## src/rtl/stopwatch_disp_pkg.sv

```systemverilog
// stopwatch_disp_pkg: shared constants for the stopwatch display slice.
//   - active-low 7-segment codes {g,f,e,d,c,b,a} and SEG_BLANK
//   - field saturation limits, conversion length, FSM state enum
//   - seg_code(): BCD digit -> segment pattern
package stopwatch_disp_pkg;

  localparam logic [6:0] SEG_0     = 7'h40;
  localparam logic [6:0] SEG_1     = 7'h79;
  localparam logic [6:0] SEG_2     = 7'h24;
  localparam logic [6:0] SEG_3     = 7'h30;
  localparam logic [6:0] SEG_4     = 7'h19;
  localparam logic [6:0] SEG_5     = 7'h12;
  localparam logic [6:0] SEG_6     = 7'h02;
  localparam logic [6:0] SEG_7     = 7'h78;
  localparam logic [6:0] SEG_8     = 7'h00;
  localparam logic [6:0] SEG_9     = 7'h10;
  localparam logic [6:0] SEG_BLANK = 7'h7F;

  localparam int MS_MAX      = 999;
  localparam int SEC_MAX     = 59;
  localparam int MIN_MAX     = 59;
  localparam int CONV_CYCLES = 11;

  typedef enum logic [2:0] {
    IDLE, CONV_MS, CONV_SEC, CONV_MIN, CONV_HOUR, COMMIT
  } disp_state_e;

  function automatic logic [6:0] seg_code(input logic [3:0] d);
    case (d)
      4'd0:    return SEG_0;
      4'd1:    return SEG_1;
      4'd2:    return SEG_2;
      4'd3:    return SEG_3;
      4'd4:    return SEG_4;
      4'd5:    return SEG_5;
      4'd6:    return SEG_6;
      4'd7:    return SEG_7;
      4'd8:    return SEG_8;
      4'd9:    return SEG_9;
      default: return SEG_BLANK;
    endcase
  endfunction

endpackage

```

## src/rtl/stopwatch_display_if.sv

```systemverilog
// stopwatch_display_if: bundles the time fields coming from the stopwatch
// core and the display pins going to the board.
//   master: drives hour_i/min_i/sec_i/ms_i/mode_i, observes display pins
//   slave : the display block (consumes fields, drives an_o/seg_o/dp_o/busy_o)
interface stopwatch_display_if;
  logic [4:0] hour_i;
  logic [5:0] min_i;
  logic [5:0] sec_i;
  logic [9:0] ms_i;
  logic       mode_i;
  logic [7:0] an_o;
  logic [6:0] seg_o;
  logic       dp_o;
  logic       busy_o;

  modport master (output hour_i, min_i, sec_i, ms_i, mode_i,
                  input  an_o, seg_o, dp_o, busy_o);
  modport slave  (input  hour_i, min_i, sec_i, ms_i, mode_i,
                  output an_o, seg_o, dp_o, busy_o);
endinterface

```

## src/rtl/stopwatch_display_bin2bcd_serial.sv

```systemverilog
// bin2bcd_serial: serial double-dabble converter, one bit per cycle.
//   clk_i, reset_i : clock, synchronous active-high reset
//   start_i        : load bin_i (1 cycle)
//   bin_i[9:0]     : binary value, valid in the start cycle
//   done_o         : 1-cycle pulse, 11 cycles after start_i
//   bcd2_o/1_o/0_o : hundreds/tens/ones, valid while done_o is high
module bin2bcd_serial (
  input  logic       clk_i,
  input  logic       reset_i,
  input  logic       start_i,
  input  logic [9:0] bin_i,
  output logic       done_o,
  output logic [3:0] bcd2_o,
  output logic [3:0] bcd1_o,
  output logic [3:0] bcd0_o
);

  // {bcd[11:0], bin[9:0]}: binary bits shift up into the BCD nibbles
  logic [21:0] sr;
  logic [3:0]  cnt;
  logic        active;

  function automatic logic [21:0] dd_step(input logic [21:0] v);
    logic [21:0] a;
    a = v;
    for (int i = 0; i < 3; i++) begin
      if (a[10+4*i +: 4] >= 4'd5) a[10+4*i +: 4] = a[10+4*i +: 4] + 4'd3;
    end
    return {a[20:0], 1'b0};
  endfunction

  always_ff @(posedge clk_i) begin
    if (reset_i) begin
      active <= 1'b0;
      cnt    <= '0;
      done_o <= 1'b0;
    end else begin
      done_o <= 1'b0;
      if (start_i) begin
        active <= 1'b1;
        cnt    <= '0;
      end else if (active) begin
        cnt <= cnt + 4'd1;
        if (cnt == 4'd9) begin
          active <= 1'b0;
          done_o <= 1'b1;
        end
      end
    end
  end

  always_ff @(posedge clk_i) begin
    if (start_i)     sr <= {12'd0, bin_i};
    else if (active) sr <= dd_step(sr);
  end

  assign bcd2_o = sr[21:18];
  assign bcd1_o = sr[17:14];
  assign bcd0_o = sr[13:10];

endmodule

```

## src/rtl/stopwatch_display.sv

```systemverilog
// stopwatch_display: snapshots the stopwatch fields once per scan frame,
// converts them to BCD with one shared serial converter, and scans an
// 8-digit common-anode 7-segment display.
//   clk_i, reset_i    : clock, synchronous active-high reset
//   bus (slave)       : hour_i/min_i/sec_i/ms_i/mode_i in;
//                       an_o (active-low, bit0 rightmost), seg_o, dp_o, busy_o out
//   CLK_DIV           : clk_i cycles per digit (>= 64)
// Build option: STOPWATCH_DISP_LEAD_BLANK_EN blanks a zero tens digit of the
// most significant displayed field (minutes in mode 0, hours in mode 1).
module stopwatch_display
  import stopwatch_disp_pkg::*;
#(
  parameter int CLK_DIV = 12500
) (
  input  logic                clk_i,
  input  logic                reset_i,
  stopwatch_display_if.slave  bus
);

  if (CLK_DIV < 64) begin : g_bad_div
    $error("stopwatch_display: CLK_DIV must be >= 64");
  end

  localparam int PRE_W = $clog2(CLK_DIV);

  logic [PRE_W-1:0] pre;
  logic [2:0]       idx;
  logic             advance, frame_tick, refresh;
  disp_state_e      state, state_nxt;
  logic [3:0]       cnt, cnt_nxt;
  logic             capture, conv_start, conv_done;
  logic [9:0]       conv_bin;
  logic [3:0]       bcd2, bcd1, bcd0;
  logic [4:0]       hour_s;
  logic [5:0]       min_s, sec_s;
  logic [9:0]       ms_s;
  logic             mode_s;
  logic [3:0]       ms_h, ms_t, ms_o, sec_t, sec_o, min_t, min_o;
  logic [7:0][6:0]  seg_buf, commit_seg;
  logic [7:0]       dp_buf, commit_dp;
  logic [7:0]       an_q;
  logic [6:0]       seg_q;
  logic             dp_q;

  function automatic logic [9:0] sat10(input logic [9:0] v, input logic [9:0] lim);
    return (v > lim) ? lim : v;
  endfunction

  function automatic logic [5:0] sat6(input logic [5:0] v, input logic [5:0] lim);
    return (v > lim) ? lim : v;
  endfunction

  // ---- scan prescaler and digit index
  assign advance    = (pre == PRE_W'(CLK_DIV - 1));
  assign frame_tick = advance && (idx == 3'd7);

  always_ff @(posedge clk_i) begin
    if (reset_i) begin
      pre <= '0;
      idx <= '0;
    end else if (advance) begin
      pre <= '0;
      idx <= idx + 3'd1;
    end else begin
      pre <= pre + PRE_W'(1);
    end
  end

  // ---- conversion sequencer
  always_ff @(posedge clk_i) begin
    if (reset_i) begin
      state <= IDLE;
      cnt   <= '0;
    end else begin
      state <= state_nxt;
      cnt   <= cnt_nxt;
    end
  end

  always_comb begin
    state_nxt  = state;
    cnt_nxt    = '0;
    capture    = 1'b0;
    conv_start = 1'b0;
    conv_bin   = '0;
    case (state)
      IDLE: begin
        if (frame_tick) begin
          state_nxt = CONV_MS;
          capture   = 1'b1;
        end
      end
      CONV_MS, CONV_SEC, CONV_MIN, CONV_HOUR: begin
        conv_start = (cnt == 4'd0);
        if (cnt != 4'(CONV_CYCLES - 1)) begin
          cnt_nxt = cnt + 4'd1;
        end else begin
          case (state)
            CONV_MS:  state_nxt = CONV_SEC;
            CONV_SEC: state_nxt = CONV_MIN;
            CONV_MIN: state_nxt = CONV_HOUR;
            default:  state_nxt = COMMIT;
          endcase
        end
      end
      COMMIT:  state_nxt = IDLE;
      default: state_nxt = IDLE;
    endcase
    case (state)
      CONV_MS:   conv_bin = sat10(ms_s, 10'(MS_MAX));
      CONV_SEC:  conv_bin = {4'd0, sat6(sec_s, 6'(SEC_MAX))};
      CONV_MIN:  conv_bin = {4'd0, sat6(min_s, 6'(MIN_MAX))};
      CONV_HOUR: conv_bin = {5'd0, hour_s};
      default:   conv_bin = '0;
    endcase
  end

  bin2bcd_serial u_bcd (
    .clk_i   (clk_i),
    .reset_i (reset_i),
    .start_i (conv_start),
    .bin_i   (conv_bin),
    .done_o  (conv_done),
    .bcd2_o  (bcd2),
    .bcd1_o  (bcd1),
    .bcd0_o  (bcd0)
  );

  // ---- snapshot and per-field BCD results
  always_ff @(posedge clk_i) begin
    if (capture) begin
      hour_s <= bus.hour_i;
      min_s  <= bus.min_i;
      sec_s  <= bus.sec_i;
      ms_s   <= bus.ms_i;
      mode_s <= bus.mode_i;
    end
  end

  // A field's result arrives on the first cycle of the following state;
  // the hour result is consumed directly during COMMIT.
  always_ff @(posedge clk_i) begin
    if (conv_done) begin
      case (state)
        CONV_SEC:  {ms_h, ms_t, ms_o} <= {bcd2, bcd1, bcd0};
        CONV_MIN:  {sec_t, sec_o}     <= {bcd1, bcd0};
        CONV_HOUR: {min_t, min_o}     <= {bcd1, bcd0};
        default: ;
      endcase
    end
  end

  // ---- digit map and display buffer
  always_comb begin
    commit_seg = {8{SEG_BLANK}};
    commit_dp  = 8'hFF;
    if (!mode_s) begin
      commit_seg[6] = seg_code(min_t);
      commit_seg[5] = seg_code(min_o);
      commit_seg[4] = seg_code(sec_t);
      commit_seg[3] = seg_code(sec_o);
      commit_seg[2] = seg_code(ms_h);
      commit_seg[1] = seg_code(ms_t);
      commit_seg[0] = seg_code(ms_o);
      commit_dp[5]  = 1'b0;
      commit_dp[3]  = 1'b0;
    end else begin
      commit_seg[7] = seg_code(bcd1);
      commit_seg[6] = seg_code(bcd0);
      commit_seg[5] = seg_code(min_t);
      commit_seg[4] = seg_code(min_o);
      commit_seg[3] = seg_code(sec_t);
      commit_seg[2] = seg_code(sec_o);
      commit_dp[6]  = 1'b0;
      commit_dp[4]  = 1'b0;
    end
`ifdef STOPWATCH_DISP_LEAD_BLANK_EN
    if (!mode_s && (min_t == 4'd0)) commit_seg[6] = SEG_BLANK;
    if (mode_s && (bcd1 == 4'd0))   commit_seg[7] = SEG_BLANK;
`endif
  end

  always_ff @(posedge clk_i) begin
    if (reset_i) begin
      seg_buf <= {8{SEG_BLANK}};
      dp_buf  <= 8'hFF;
    end else if (state == COMMIT) begin
      seg_buf <= commit_seg;
      dp_buf  <= commit_dp;
    end
  end

  // ---- output registers: reload only on a digit change so a commit
  // never alters the digit that is currently lit
  always_ff @(posedge clk_i) begin
    if (reset_i) begin
      refresh <= 1'b1;
      an_q    <= 8'hFF;
      seg_q   <= SEG_BLANK;
      dp_q    <= 1'b1;
    end else begin
      refresh <= advance;
      if (refresh) begin
        an_q  <= ~(8'd1 << idx);
        seg_q <= seg_buf[idx];
        dp_q  <= dp_buf[idx];
      end
    end
  end

  assign bus.an_o   = an_q;
  assign bus.seg_o  = seg_q;
  assign bus.dp_o   = dp_q;
  assign bus.busy_o = (state != IDLE);

endmodule

```

## src/flat_wrapper.sv

```systemverilog
// flat-port wrapper written by rule: the top's interface ports become plain ports
module stopwatch_display_flat import stopwatch_disp_pkg::*;
#(
  parameter int CLK_DIV = 12500
)
  (clk_i, reset_i, bus_hour_i, bus_min_i, bus_sec_i, bus_ms_i, bus_mode_i, bus_an_o, bus_seg_o, bus_dp_o, bus_busy_o);
  stopwatch_display_if bus_i ();
  input  logic clk_i;
  input  logic reset_i;
  input wire logic [$bits(bus_i.hour_i)-1:0] bus_hour_i;
  input wire logic [$bits(bus_i.min_i)-1:0] bus_min_i;
  input wire logic [$bits(bus_i.sec_i)-1:0] bus_sec_i;
  input wire logic [$bits(bus_i.ms_i)-1:0] bus_ms_i;
  input wire logic [$bits(bus_i.mode_i)-1:0] bus_mode_i;
  output wire logic [$bits(bus_i.an_o)-1:0] bus_an_o;
  output wire logic [$bits(bus_i.seg_o)-1:0] bus_seg_o;
  output wire logic [$bits(bus_i.dp_o)-1:0] bus_dp_o;
  output wire logic [$bits(bus_i.busy_o)-1:0] bus_busy_o;
  assign bus_i.hour_i = bus_hour_i;
  assign bus_i.min_i = bus_min_i;
  assign bus_i.sec_i = bus_sec_i;
  assign bus_i.ms_i = bus_ms_i;
  assign bus_i.mode_i = bus_mode_i;
  assign bus_an_o = bus_i.an_o;
  assign bus_seg_o = bus_i.seg_o;
  assign bus_dp_o = bus_i.dp_o;
  assign bus_busy_o = bus_i.busy_o;
  stopwatch_display #(.CLK_DIV(CLK_DIV)) u_core (.clk_i(clk_i), .reset_i(reset_i), .bus(bus_i));
endmodule
```

## config.mk

```make
export PLATFORM = sky130hd
export DESIGN_NAME = stopwatch_display_flat
export DESIGN_NICKNAME = d
export VERILOG_FILES = /design/src/rtl/stopwatch_disp_pkg.sv /design/src/rtl/stopwatch_display_if.sv /design/src/rtl/stopwatch_display_bin2bcd_serial.sv /design/src/rtl/stopwatch_display.sv /design/src/flat_wrapper.sv
export SDC_FILE = /design/constraint.sdc
export NUM_CORES = 1
export LEC_CHECK = 0
export BUFFER_PORTS_ARGS = -buffer_cell sky130_fd_sc_hd__buf_2
export CAP_MARGIN = 25
export CORE_AREA = 5 5 166 168
export CTS_CLUSTER_DIAMETER = 60
export DETAILED_ROUTE_END_ITERATION = 12
export DIE_AREA = 0 0 171 173
export SLEW_MARGIN = 20
export SYNTH_ARGS = -nofsm -noshare
export SYNTH_HDL_FRONTEND = slang
export SYNTH_SLANG_ARGS = --single-unit
```

## constraint.sdc

```tcl
create_clock -name clk_i -period 2.8 [get_ports clk_i]
set_clock_uncertainty 0.05 [all_clocks]
set_input_delay 0.14 -clock clk_i [delete_from_list [all_inputs] [get_ports clk_i]]
set_output_delay 0.14 -clock clk_i [all_outputs]
set_load 0.01 [all_outputs]
```

# ---- Word-level counts from Yosys, hierarchy flattened
# Memory sizes are Yosys's and may differ from the RTL's. A register that Yosys moved wholly into a read port is not among the register bits.
# Index checks and enable logic that the tools add are counted.
dict set report word_totals {
  n_memories 13
  rom_bits 1456
  inputBits 30
  output_inout_bits 17
  ff_bits 185
}
dict set report op_classes {
  shift 1
  n_lt_le_gt_ge 7
  bitwise_logic 4
  mux 44
  n_eq_ne 11
  add_sub_neg 7
  reduce_logical 14
}
# name words width read_ports rd_ports_with_merged_regs wr line
set memory_table {}
lappend memory_table {{(no name shown)} 16 7 1 1 0 stopwatch_disp_pkg.sv:29} ;# case (d)
lappend memory_table {{(no name shown)} 16 7 1 1 0 stopwatch_disp_pkg.sv:29}
lappend memory_table {{(no name shown)} 16 7 1 1 0 stopwatch_disp_pkg.sv:29}
lappend memory_table {{(no name shown)} 16 7 1 1 0 stopwatch_disp_pkg.sv:29}
lappend memory_table {{(no name shown)} 16 7 1 1 0 stopwatch_disp_pkg.sv:29}
lappend memory_table {{(no name shown)} 16 7 1 1 0 stopwatch_disp_pkg.sv:29}
lappend memory_table {{+7 memories} - - - - - -}
# cell count
set ops {}
lappend ops {{$mux W4} 17}
lappend ops {{$pmux W10 S4} 1}
lappend ops {{$mux W35} 1}
lappend ops {{$mux W10} 3}
lappend ops {{$bmux W7 S3} 1}
lappend ops {{$add A14 B1 Y14 const B} 1}
lappend ops {{$eq A14 B14 Y1 const B} 1}
lappend ops {{$mux W14} 1}
lappend ops {{$mux W7} 2}
lappend ops {{$ge A4 B3 Y1 const B} 3}
lappend ops {{$gt A6 B6 Y1 const B} 2}
lappend ops {{$mux W6} 2}
lappend ops {{$gt A10 B10 Y1 const B} 1}
lappend ops {{$mux W1} 10}
lappend ops {{$eq A3 B3 Y1 const B} 3}
lappend ops {{$mux W3} 3}
lappend ops {{$pmux W3 S3} 1}
lappend ops {{$add A4 B1 Y4 const B} 2}
lappend ops {{$add A4 B2 Y4 const B} 2}
lappend ops {{$not A8 Y8} 1}
lappend ops {{$reduce_and A2 Y1} 4}
lappend ops {{$shl A1 B3 Y8 const A} 1}
lappend ops {{$eq A3 B2 Y1 const B} 2}
lappend ops {{$pmux W3 S2} 1}
lappend ops {{other kinds (18)} 22}

# ---- Depth between registers and ports, before layout
dict set report logic_depth {
  ltp_word 4
  ltp_mapped 11
  mapped_depth_nobuf 11
}

# ---- Modules after synthesis
# A second synthesis with hierarchy kept.
dict set report unflattened {
  hier_cells 1159
  hier_area_um2 11527.3
}
# module seq_area_each_um2 instances area_each_um2 cells_each
set modules_own_cells {}
lappend modules_own_cells {stopwatch_display 4644.5 1 10040.9 1013}
lappend modules_own_cells {bin2bcd_serial 660.6 1 1486.4 146}

# ---- Worst setup path after synthesis
# OpenSTA, ideal clock, no wires.
dict set report synth_path {
  path_type {register to register}
  start {register u_core.pre[0]}
  end {register u_core.hour_s[0] (enable)}
  period_less_slack_ns 2.468
  path_stages_with_launch 6
  setup_slack_ns 0.332
  n_path_buf 0
  t_arrival_ns 2.031
  cell_sequence {dfxtp_1 ha_1 nand2_1 or4_1 nor2_2 and3_1}
}
dict set report synth_via {
  elab_chain_cells 4
}
# item line
set synth_rtl {}
lappend synth_rtl {{from (decl)} stopwatch_display.sv:26} ;# logic [PRE_W-1:0] pre;
lappend synth_rtl {{from (signal assigned)} stopwatch_display.sv:65} ;# pre <= pre + PRE_W'(1);
lappend synth_rtl {{$eq A14 B14 Y1} stopwatch_display.sv:54} ;# assign advance = (pre == PRE_W'(CLK_DIV - 1));
lappend synth_rtl {{$logic_and A1 B1 Y1} stopwatch_display.sv:55} ;# assign frame_tick = advance && (idx == 3'd7);
lappend synth_rtl {{$mux W1} stopwatch_display.sv:88} ;# if (frame_tick) begin
lappend synth_rtl {{$mux W1} stopwatch_display.sv:86} ;# case (state)
lappend synth_rtl {{via u_core.capture} stopwatch_display.sv:31} ;# logic capture, conv_start, conv_done;
lappend synth_rtl {{to (signal assigned)} stopwatch_display.sv:132} ;# hour_s <= bus.hour_i;
lappend synth_rtl {{to (decl)} stopwatch_display.sv:34} ;# logic [4:0] hour_s;
# The timed path passes the listed nets, and every way through them passes these cells.
# A chain may end at the register's enable or synchronous reset.

==> flow_summary.json <==
{
  "grt_pass1_wl_um": 40000,
  "drtAntennaViolNets": 0,
  "combinationalPowerShare_pct": 8.5,
  "drt-wirelength-per-cell_um": 15.6,
  "end_kind": "flip-flop",
  "fin_nets": 1281,
  "overflow": 0,
  "swShare_pct": 23.3,
  "cts_root_buf": "clkbuf_16",
  "synth.avg_cell_area_um2": 10.3,
  "drt-vias-per-instance": 5.19,
  "async_reset_ff_share_pct": 0,
  "peakVddDrop_uv": 410,
  "yosysWarningCount": 0,
  "yosysUniqueCellTypes": 68,
  "ios": 47,
  "setup_viol": 0,
  "vias": 8016,
  "synth_top_cell_by_area": "dfxtp_1",
  "leakage_nw": 5.38,
  "min_to": "u_core.state[2]",
  "r2r_start": "u_core.u_bcd.sr[10]",
  "hold_depth": 2,
  "hold_violations": 0,
  "reg2reg_depth": 10,
  "slew_headroom_pct": 51.4,
  "worstSetupStartpointType": "flip-flop",
  "status": "finished, final reports clean",
  "clockBufferDepth": 3,
  "worst_slew_pin_slew_ns": 0.729,
  "max_stage_delay_ns": 0.46,
  "path_cells": "buf_4 > ha_1 > nand2b_1 > or3b_2 > a31oi_1 > and2_1 > inv_1 > ha_1 > o21ai_0 > o21a_1",
  "finalCritPeriodShare_pct": 89.6,
  "crit_type": "reg -> reg",
  "syn_to_final_growth_pct": 16.1,
  "diodes": 0,
  "htree_levels": 1,
  "synth_edf_count": 66,
  "crit_fanout": 8,
  "finalMaxSlewViolations": 0,
  "setup_tns_ns": 0,
  "synth-seq-area-share_pct": 48.8,
  "drt_iter0_drc": 538,
  "drv_cap": 0,
  "dieArea_mm2": 0.0296,
  "pwr_density_cell_mw_per_mm2": 612,
  "cp.required_ns": 3.22,
  "die_h_um": 173,
  "crit_path_top_delay_cell": "or3b_2",
  "syn_nets": 1202,
  "cts_tree": "done",
  "synth_area_mm2": 0.0114,
  "seqPwrFrac_pct": 48.2,
  "grt_pass1_vias": 7770,
  "die_w_um": 171,
  "port_buffers": 46,
  "period_needed_ns": 2.51,
  "arrival_ns": 2.93,
  "hp-start": "reset_i",
  "synth_flop_cell": "dfxtp_1",
  "synth_most_common_cell": "dfxtp_1",
  "place.detailed.hpwl_um": 16800,
  "clkPwrFrac_pct": 43.2,
  "drc": 0,
  "hp-class": "in -> reg",
  "firstDrtPassIters": 6,
  "grt_use_total_pct": 16.3,
  "clk_latency_ns": 0.53,
  "rows": 59,
  "synth-seq-cells": 246,
  "drt-total-wl_um": 24100,
  "path_clk_slew_ns": 0.06,
  "internal_power_w": 0.00623,
  "rsz0062_at_grt": "no",
  "numClockSinks": 246,
  "crit_top_cell": "ha_1",
  "antenna_found_initial": 0,
  "place_congestion": 0.820,
  "start_util_pct": 44.4,
  "ctsResizeCount": 0,
  "timing.fmax_ghz": 0.398,
  "grt_max_degree": 90,
  "rrSetupSlack_ns": 0.29,
  "synth_top_area_share_pct": 31.5,
  "final_util_pct": 51.5,
  "layout-drive-gt1-share_pct": 15.0,
  "synth_area_leaders": "dfxtp_1, edfxtp_1, ha_1, mux2i_1, nor2_1",
  "cts_buffers": 28,
  "synth_common_cells": "dfxtp_1, nor2_1, a21oi_1, nand2_1, edfxtp_1",
  "p_switching_w": 0.00189,
  "synthesis.instances": 1109,
  "core_area_mm2": 0.0258
}
==> logic make-up after synthesis <==
group / count (synthesis) / share of synthesized area [%]
AO/OA/AOI/OAI: 235 / 13.7
XOR/XNOR: 28 / 2.14
adder cells (fa/ha/maj): 63 / 6.89
buffers and inverters: 107 / 4.20
flip-flops: 246 / 48.8
multiplexers: 97 / 10.6
AND/OR/NAND/NOR: 333 / 13.5
==> per-stage QoR <==
stage | instance area [um^2] | hold WS, ns | power (W) | setup slack, ns | instances
2_1_floorplan | 11400 | 0.189 | 0.00441 | 0.332 | 1109
3_3_place_gp | 12100 | 0.266 | 0.00464 | 0.364 | 1465
3_5_place_dp | 12100 | 0.268 | 0.00465 | 0.313 | 1465
4_1_cts | 13300 | 0.0897 | 0.00824 | 0.289 | 1545
5_1_grt | 13300 | 0.149 | 0.00850 | 0.138 | 1545
6_report | 13300 | 0.0999 | 0.00812 | 0.290 | 1545
==> worst max-delay path, delay by kind of cell (launching register included) <==
family / cells / cell delay (ns)
flops: 1 / 0.34
compound gates: 3 / 0.53
fa+ha+maj: 2 / 0.43
simple gates: 3 / 0.84
buf+inv: 2 / 0.26
==> placed cells by master (no fill, tap or decap), types with 5 or more instances in the layout <==
cell type and count:
a211o_1 42, a21oi_1 77, a31oi_1 5, and2_1 7, and3_1 7, buf_2 46, buf_4 31, clkbuf_1 7
clkbuf_16 29, clkbuf_8 8, dfxtp_1 180, dlygate4sd3_1 28, edfxtp_1 66, ha_1 63, inv_1 40, inv_2 5
mux2_2 12, mux2i_1 63, mux2i_2 5, mux4_2 14, nand2_1 70, nand2b_1 16, nand3_1 17, nand4_1 7
nor2_1 150, nor2b_1 6, nor3_1 23, nor3b_1 10, o21a_1 10, o21ai_0 35, o21bai_1 21, o22a_1 8
o22ai_1 6, or2_2 7, xnor2_1 16, xor2_1 12
==> per-layer routing <==
layer  up-vias  routed length [um]  global-route usage, %
met1      3725               11600                   23.6
li1       4081                   -                      -
met4         0                 622                   4.66
met5         -                   0                      0
met3        38                1260                   2.65
met2       172               10600                   25.1
==> timing repair <==
| item | in CTS | in global routing |
|---|---|---|
| hold buffers | 28 | 0 |
| buffers inserted | 0 | 0 |
| hold endpoints to repair | 28 | 0 |
==> worst max-delay path by stage <==
stage	depth (start not counted)	startpoint	slack, ns	to
6_report	10	u_core.u_bcd.sr[10]	0.29	flip-flop
4_1_cts	10	u_core.u_bcd.sr[10]	0.29	flip-flop
3_3_place_gp	10	u_core.u_bcd.sr[10]	0.36	flip-flop
5_1_grt	11	u_core.u_bcd.sr[10]	0.14	flip-flop
3_5_place_dp	10	u_core.u_bcd.sr[10]	0.31	flip-flop
2_1_floorplan	5	u_core.pre[0]	0.33	u_core.hour_s[0]
==> layout make-up <==
type                       instances  area (um^2)
multi-input combinational        756         5370
clock inverter                     7         50.0
tap                              335          419
fill                            2325        12500
inverter                          48          183
clock buffer                      45          867
timing repair buffer             108          803
sequential                       246         5590
==> power by group through the flow <==
| stage | combinational, W | clock, W | sequential [W] |
|---|---|---|---|
| 3_5_place_dp | 0.000659 | 0 | 0.00399 |
| 3_3_place_gp | 0.000643 | 0 | 0.00400 |
| 6_report | 0.000694 | 0.00351 | 0.00392 |
| 5_1_grt | 0.000784 | 0.00378 | 0.00393 |
| 4_1_cts | 0.000697 | 0.00363 | 0.00392 |
| 2_1_floorplan | 0.000453 | 0 | 0.00395 |
(Power assumes the default switching activity.)
